`config.mk`:
```
export PLATFORM = sky130hd
export DESIGN_NAME = display_log_arbiter
export DESIGN_NICKNAME = d
export VERILOG_FILES = /design/src/rtl/display_log_arbiter.sv
export SDC_FILE = /design/constraint.sdc
export NUM_CORES = 1
export LEC_CHECK = 0
export ABC_AREA = 0
export BUFFER_PORTS_ARGS = -buffer_cell sky130_fd_sc_hd__buf_2
export CELL_PAD_IN_SITES_DETAIL_PLACEMENT = 0
export CELL_PAD_IN_SITES_GLOBAL_PLACEMENT = 1
export CORE_ASPECT_RATIO = 1.2
export CORE_UTILIZATION = 25
export CTS_CLUSTER_DIAMETER = 80
export DETAILED_ROUTE_END_ITERATION = 16
export PLACE_DENSITY_LB_ADDON = 0.1
export SYNTH_ARGS = -nofsm -noshare
export SYNTH_HDL_FRONTEND = slang
export SYNTH_SLANG_ARGS = --single-unit
```
`constraint.sdc`:
```
create_clock -name clk -period 2 [get_ports clk]
set_clock_uncertainty 0.15 [all_clocks]
set_input_delay 0.4 -clock clk [delete_from_list [all_inputs] [get_ports clk]]
set_output_delay 0.4 -clock clk [all_outputs]
set_load 0.01 [all_outputs]
```
`src/rtl/display_log_arbiter.sv`:
```
// Round-robin sequencer sharing one display channel; each item is replayed
// as dec/hex/bin/oct beats. Define DISPLAY_LOG_ARB_PRINT_EN to self-print.
module display_log_arbiter #(
  parameter int NUM_REQ = 4,
  parameter int DATA_W  = 8,
  parameter int SRC_W   = $clog2(NUM_REQ)
) (
  input  logic                      clk,
  input  logic                      rst,
  input  logic [NUM_REQ-1:0]        req_valid,
  input  logic [NUM_REQ*DATA_W-1:0] req_data,
  output logic [NUM_REQ-1:0]        req_ready,
  output logic [DATA_W-1:0]         data_out,
  output logic                      enable,
  output logic [1:0]                disp_radix,
  output logic [SRC_W-1:0]          disp_src,
  output logic [7:0]                disp_seq,
  input  logic                      disp_ready,
  output logic                      busy
);

  typedef enum logic {
    IDLE,
    EMIT
  } state_t;

  state_t           state;
  logic [SRC_W-1:0] ptr;
  logic [SRC_W-1:0] sel;
  logic [SRC_W-1:0] idx;
  logic [1:0]       beat;
  logic             found;
  int               j;

  // first pending requester at or after ptr, wrapping
  always_comb begin
    sel   = '0;
    idx   = '0;
    found = 1'b0;
    j     = 0;
    for (int i = 0; i < NUM_REQ; i++) begin
      j = int'(ptr) + i;
      if (j >= NUM_REQ) j = j - NUM_REQ;
      idx = SRC_W'(j);
      if (!found && req_valid[idx]) begin
        found = 1'b1;
        sel   = idx;
      end
    end
  end

  always_comb begin
    req_ready = '0;
    if (!rst && state == IDLE && found)
      req_ready[sel] = 1'b1;
  end

  assign disp_radix = beat;

  always_ff @(posedge clk) begin
    if (rst) begin
      state    <= IDLE;
      ptr      <= '0;
      beat     <= '0;
      data_out <= '0;
      enable   <= 1'b0;
      disp_src <= '0;
      disp_seq <= '0;
      busy     <= 1'b0;
    end else begin
      unique case (state)
        IDLE: begin
          if (found) begin
            data_out <= req_data[int'(sel)*DATA_W +: DATA_W];
            disp_src <= sel;
            ptr      <= (sel == SRC_W'(NUM_REQ-1)) ? '0 : sel + 1'b1;
            beat     <= '0;
            enable   <= 1'b1;
            busy     <= 1'b1;
            state    <= EMIT;
          end
        end
        EMIT: begin
          if (disp_ready) begin
            if (beat == 2'd3) begin
              beat     <= '0;
              enable   <= 1'b0;
              busy     <= 1'b0;
              disp_seq <= disp_seq + 8'd1;
              state    <= IDLE;
            end else begin
              beat <= beat + 2'd1;
            end
          end
        end
        default: state <= IDLE;
      endcase
    end
  end

`ifdef DISPLAY_LOG_ARB_PRINT_EN
  always_ff @(posedge clk) begin
    if (!rst && enable && disp_ready) begin
      unique case (disp_radix)
        2'd0: $display("src=%0d seq=%0d data=%d", disp_src, disp_seq, data_out);
        2'd1: $display("src=%0d seq=%0d data=%h", disp_src, disp_seq, data_out);
        2'd2: $display("src=%0d seq=%0d data=%b", disp_src, disp_seq, data_out);
        default: $display("src=%0d seq=%0d data=%o", disp_src, disp_seq, data_out);
      endcase
    end
  end
`endif

endmodule

```
* Word-level counts from Yosys, hierarchy flattened *
Index checks and enable logic that the tools add are counted.

storage, ports and cells
  bits in registers = 24
  word-level logic and storage cells = 84
  output and inout port bits = 26

cells by class
  order comparisons = 10
  multiplexer cells = 36
  reduce and logical (&&, ||, !) cells = 14
  equality and inequality tests = 5
  shift-type cells = 1
  $add $sub $neg = 10
  bitwise gates (word level) = 1

operator list
  cell                   number
  $shiftx A32 B6 Y8      1
  $mux W2                12
  $lt A2 B3 Y1 const B   5
  $mux W1                15
  $ge A3 B3 Y1 const B   3
  $add A8 B1 Y8 const B  1
  $bmux W1 S2            4
  $sub A2 B1 Y2 const B  4
  $add A2 B2 Y3 const B  2
  $logic_and A1 B1 Y1    6
  $reduce_and A3 Y1      2
  $add A2 B1 Y2 const B  2
  $eq A2 B2 Y1 const B   2
  $logic_not A1 Y1       4
  $mux W4                1
  $ne A2 B2 Y1 const B   2
  $pmux W1 S2            2
  $pmux W2 S2            1
  $reduce_and A2 Y1      2
  $add A2 B1 Y3 const B  1
  $ge A2 B3 Y1 const B   1
  $demux W1 S2           1
  $ge A2 B1 Y1 const B   1
  $ne A2 B1 Y1 const B   1
  $not A1 Y1             1

* Depth between registers and ports, before layout *
  depth after elaboration = 19
  mapped depth = 7

* Worst setup path before layout *
OpenSTA, ideal clock, no wires.

  kind = in2out
  from = input port req_valid[2]
  to = output port req_ready[3]
  arrival time = 1576 ps
  buffers on the path = 1
  stages on the path = 5
  data required time = 1450 ps
  slack = -126 ps
  path through = nor2b_4 > a21o_1 > a211o_1 > buf_6 > nor4_1

on the way
  word-level cells in the longest chain between the ends = 17
  elaborated cells between the ends (all ways) = 29
  those cells by class = order compare (2); mux (19); reduce/logical (8)

ends and longest elaborated chain
  item                                                                       RTL line  source
  from (decl)                                                                10        input logic [NUM_REQ-1:0] req_valid,
  $bmux W1 S2                                                                45        if (!found && req_valid[idx]) begin
  $mux W1 (implied by the code)                                              45
  $mux W1                                                                    45
  $logic_not A1 Y1                                                           45
  $logic_and A1 B1 Y1                                                        45
  $mux W1                                                                    45
  $logic_not A1 Y1                                                           45
  $logic_and A1 B1 Y1                                                        45
  $mux W1                                                                    45
  $logic_not A1 Y1                                                           45
  $logic_and A1 B1 Y1                                                        45
  $mux W2                                                                    45
  $lt A2 B3 Y1 (implied by the code) / $ge A2 B1 Y1 (equally long branches)  55        req_ready[sel] = 1'b1;
  $logic_and A1 B1 Y1 (implied by the code)                                  55
  $mux W1 (implied by the code)                                              55
  $demux W1 S2                                                               55
  $mux W4 (*)                                                                54        if (!rst && state == IDLE && found)
  to (decl)                                                                  12        output logic [NUM_REQ-1:0] req_ready,

Mark *: on every way between the ends. The rest lies on a longest branch, timed or not. The select of a mux whose other input is x is not followed.

* Final worst setup path *
  from = register ptr[0]
  to = output port req_ready[3]

on the way
  word-level cells in the longest chain between the ends = 19
  elaborated cells between the ends (all ways) = 44
  those cells by class = add/sub (7); order compare (6); mux (23); reduce/logical (8)

ends and longest elaborated chain
  item                                                    RTL line  source
  from (decl)                                             28        logic [SRC_W-1:0] ptr;
  from (signal assigned)                                  76        ptr <= (sel == SRC_W'(NUM_REQ-1)) ? '0 : sel + 1'b1;
  branches (longest 18 deep; another with $add A2 B1 Y3)  n/a
  $mux W4 (*)                                             54

Every way passes the cells marked *. The select of a mux whose other input is x is not followed.

==> implementation parameters <==
Parameter                              Value

Routing
  Router iterations before antenna repair ... 4
  Routed Antenna Nets ... 0
  Post-route DRC ... 0
  Detailed-route vias per instance ... 4.74
  Total wire length ... 3.65 mm
  DR iter-0 viols ... 28
  Total number of vias ... 1293
  DR WL/cell ... 13.4 um

Synthesis
  Number of nets produced by synthesis ... ~180
  Share of the synthesized area in the top cell type ... 36.9%
  Yosys Warn Count ... 0
  Cell Area, Synth ... 1300 um^2
  Number of standard cells after synthesis ... 134
  Flip-flop cell with the highest count after synthesis ... dfxtp_1
  Register area share after synthesis ... 36.9%
  Synthesis-stage register bit count ... 24
  Count of flip-flops with a built-in enable after synthesis ... 0
  Syn avg cell area ... 9.71 um^2
  Most area-consuming cells after synthesis ... dfxtp_1 (37%), mux2i_1 (14%), o221ai_1 (5.4%)
  Ys async rst share ... 0%
  Yosys cell types ... 37
  Post-synthesis cell type with the largest combined area ... dfxtp_1

STA
  Total Neg Setup Slack ... -285 ps
  Final worst path period need ... 2100 ps
  F_max ... 477 MHz
  Number of failing setup endpoints in the final timing report ... 4
  Min Hold Slack ... 273 ps
  Worst slew slack as a fraction of its limit ... just under 80%
  Final number of max-transition violations ... 0
  RSZ-0062 raised after global routing ... true
  PnR worst setup slack ... -97.0 ps
  Count of final hold-check violations ... 0
  Final Cycle Share ... 105%
  Worst Tran Pin Value ... 316 ps

Setup path
  Number of cells on the worst reg-to-reg path ... 7
  Endpoint kind of the worst setup timing path ... primary output
  Largest incremental delay on the critical path ... ~360 ps
  RR Startpoint ... ptr[0]
  Largest fanout on the critical path ... 5
  CP Data Arrival Time ... 1550 ps
  Worst path cell trace ... nor2b_4 -> a21o_1 -> a211o_4 -> nor4_2 -> buf_2
  Kind of cell adding the most delay to the critical path ... compound AO/OA/AOI/OAI gates
  Startpoint kind of the worst setup timing path ... register
  CP Class ... reg2out
  Destination of the worst register-to-register timing path ... data_out[5]
  Register-to-Register Setup Slack ... 160 ps
  Slowest cell on the critical path ... dfxtp_2
  Worst path bufs/invs ... 1
  WP data required ... 1450 ps

Power and ir drop
  P per Cell Area ... 641 nW/um^2
  Worst-case vdd ir drop ... 244 uV
  Internal power ... 0.872 mW
  Total leakage power ... 0.944 nW
  Comb pwr share ... 28.9%
  Sequential cell fraction of total power ... around 44%
  Total power draw ... 1.22 mW
  Psw ... about 0.35 mW
  Clock Power Share ... around 28%
  Fraction of power spent switching nets ... 28.6%

Layout
  Antenna diode count ... 0
  Final cell count without fillers ... 273
  Layout cell share with drive strength beyond 1 ... 48.4%
  Area growth syn-to-layout ... 46.3%
  # nets final ... 255
  Utilization of the core after routing ... around two fifths
  Design area ... 1900 um^2

Floorplanning
  Std cell rows ... 28
  Die extent in x ... 67.9 um
  Io pins ... 65
  Initial Util ... approximately a quarter
  Die ar. ... 5500 um^2
  Die outline height ... 81.0 um
  Core area ... 4970 um^2

Outcome
  Result of the run ... finished, violations left
  Violations in the final reports ... setup timing

CTS
  Clk sinks ... 24
  Maximum clock path buffer count ... 2
  Clock network latency to the later pin of the worst-skew pair ... between 200 and 300 ps
  Count of hold-fix buffers inserted at cts ... 0
  Number of CTS-inserted buffers ... 3
  CTS root buffer ... clkbuf_8
  Htree depth ... 1
  Clock-pin slew on the worst setup and hold paths ... 90 ps
  Clock tree from TritonCTS ... yes

Min path
  Count of cells along the worst hold path ... 3
  Worst Hold Path EP ... data_out[6]
  Hold WC Path Type ... in2reg
  Startpoint of the lowest-slack hold path ... req_data[30]

Global routing
  Global Route Usage Sum ... 12.9%
  Antenna violations before repair ... 0
  Number of global-route vias before repair ... 1170
  Maximum number of pins on one net before global-route repair ... 24
  Wire length of the first global-routing pass ... 5.42 mm
  Grt ovf ... 0

Place
  Placed Instance Area ... 1770 um^2
  Number of instances in the placed design ... 267
  Post-Place Setup Slack ... -142 ps
  Final HPWL DP ... 2.80 mm
  Port Buf Inserts ... 64
  Final weighted congestion of routability-driven global placement ... 0.718

Job
  Number of max-capacitance violations reported ... 0
==> synth_stat cells, types with 2 or more instances <==
cell type,count
nor2_1,14
dfxtp_1,24
a21oi_1,7
mux2i_1,18
nand3_1,2
clkbuf_1,2
a32oi_1,2
nand2_1,4
nand3b_1,8
xnor2_1,3
nand2b_1,4
buf_4,2
buf_6,3
xor2_1,5
ha_1,2
nand4_1,2
nand2_2,2
o221ai_1,8
and3_1,4
==> registers in the layout (all words and copies together) (netlist names) <==
register    count
data_out        8
busy            1
disp_radix      2
state           1
disp_seq        8
ptr             2
disp_src        2
==> worst max-delay path by stage <==
stage / from / end / depth (start not counted)
4_1_cts: ptr[0] / req_ready[1] / 5
6_report: ptr[0] / req_ready[3] / 5
3_3_place_gp: req_valid[2] / req_ready[0] / 6
5_1_grt: ptr[0] / req_ready[1] / 5
2_1_floorplan: req_valid[2] / req_ready[1] / 5
3_5_place_dp: req_valid[2] / req_ready[1] / 6
==> per-layer routing <==
layer	up-vias	global-route usage [%]	wire, um
met1	605	15.7	1530
li1	651	-	-
met5	-	0	0
met3	4	2.81	195
met2	33	22.1	1890
met4	0	4.38	36
==> cells by family after synthesis <==
family                   count (synthesis)  share of synthesized area, %
adder cells (fa/ha/maj)                  2                          1.92
AO/OA/AOI/OAI                           22                          13.7
XOR/XNOR                                 8                          5.38
flip-flops                              24                          36.9
multiplexers                            18                          13.8
AND/OR/NAND/NOR                         50                          23.0
buffers and inverters                   10                          5.29
==> what timing repair did <==
| action | 4_1_cts | 5_1_grt |
|---|---|---|
| endpoints found under the hold margin | 0 | 0 |
| buffers inserted | 2 | 0 |
| gates resized for setup | 11 | 2 |
| endpoints found under the setup margin | 4 | 4 |
| pin swaps | 6 | 2 |
==> cell usage in the layout (no fill, tap or decap), types with 3 or more instances in the layout <==
cell      instances
a21oi_1           5
and3_1            4
buf_2            62
buf_4            18
buf_6             3
clkbuf_8          4
dfxtp_1          22
mux2i_1          18
nand2_1           4
nand2b_1          4
nand3b_1          8
nor2_1           14
o221ai_1          8
xnor2_1           3
xor2_1            5
==> final cells by class <==
type                            count  area (um^2)
Tap cell                           60         75.1
Clock buffer                        4         55.1
Timing Repair Buffer               83          479
Inverter                            2         7.51
Fill cell                         547         3070
Multi-Input combinational cell    100          803
Sequential cell                    24          483
==> power groups by stage <==
stage / clock network [mW] / logic, mW / registers (mW)
5_1_grt: 0.371 / 0.385 / 0.536
2_1_floorplan: 0 / 0.181 / 0.554
4_1_cts: 0.346 / 0.352 / 0.532
6_report: 0.335 / 0.353 / 0.532
3_5_place_dp: 0 / 0.326 / 0.542
3_3_place_gp: 0 / 0.321 / 0.541
==> tightest hold or removal path, cell delays in order <==
cell,delay [ps]
buf_2,80
mux2i_1,60
o221ai_1,130
No activity file was read; power rests on OpenSTA's default activity.
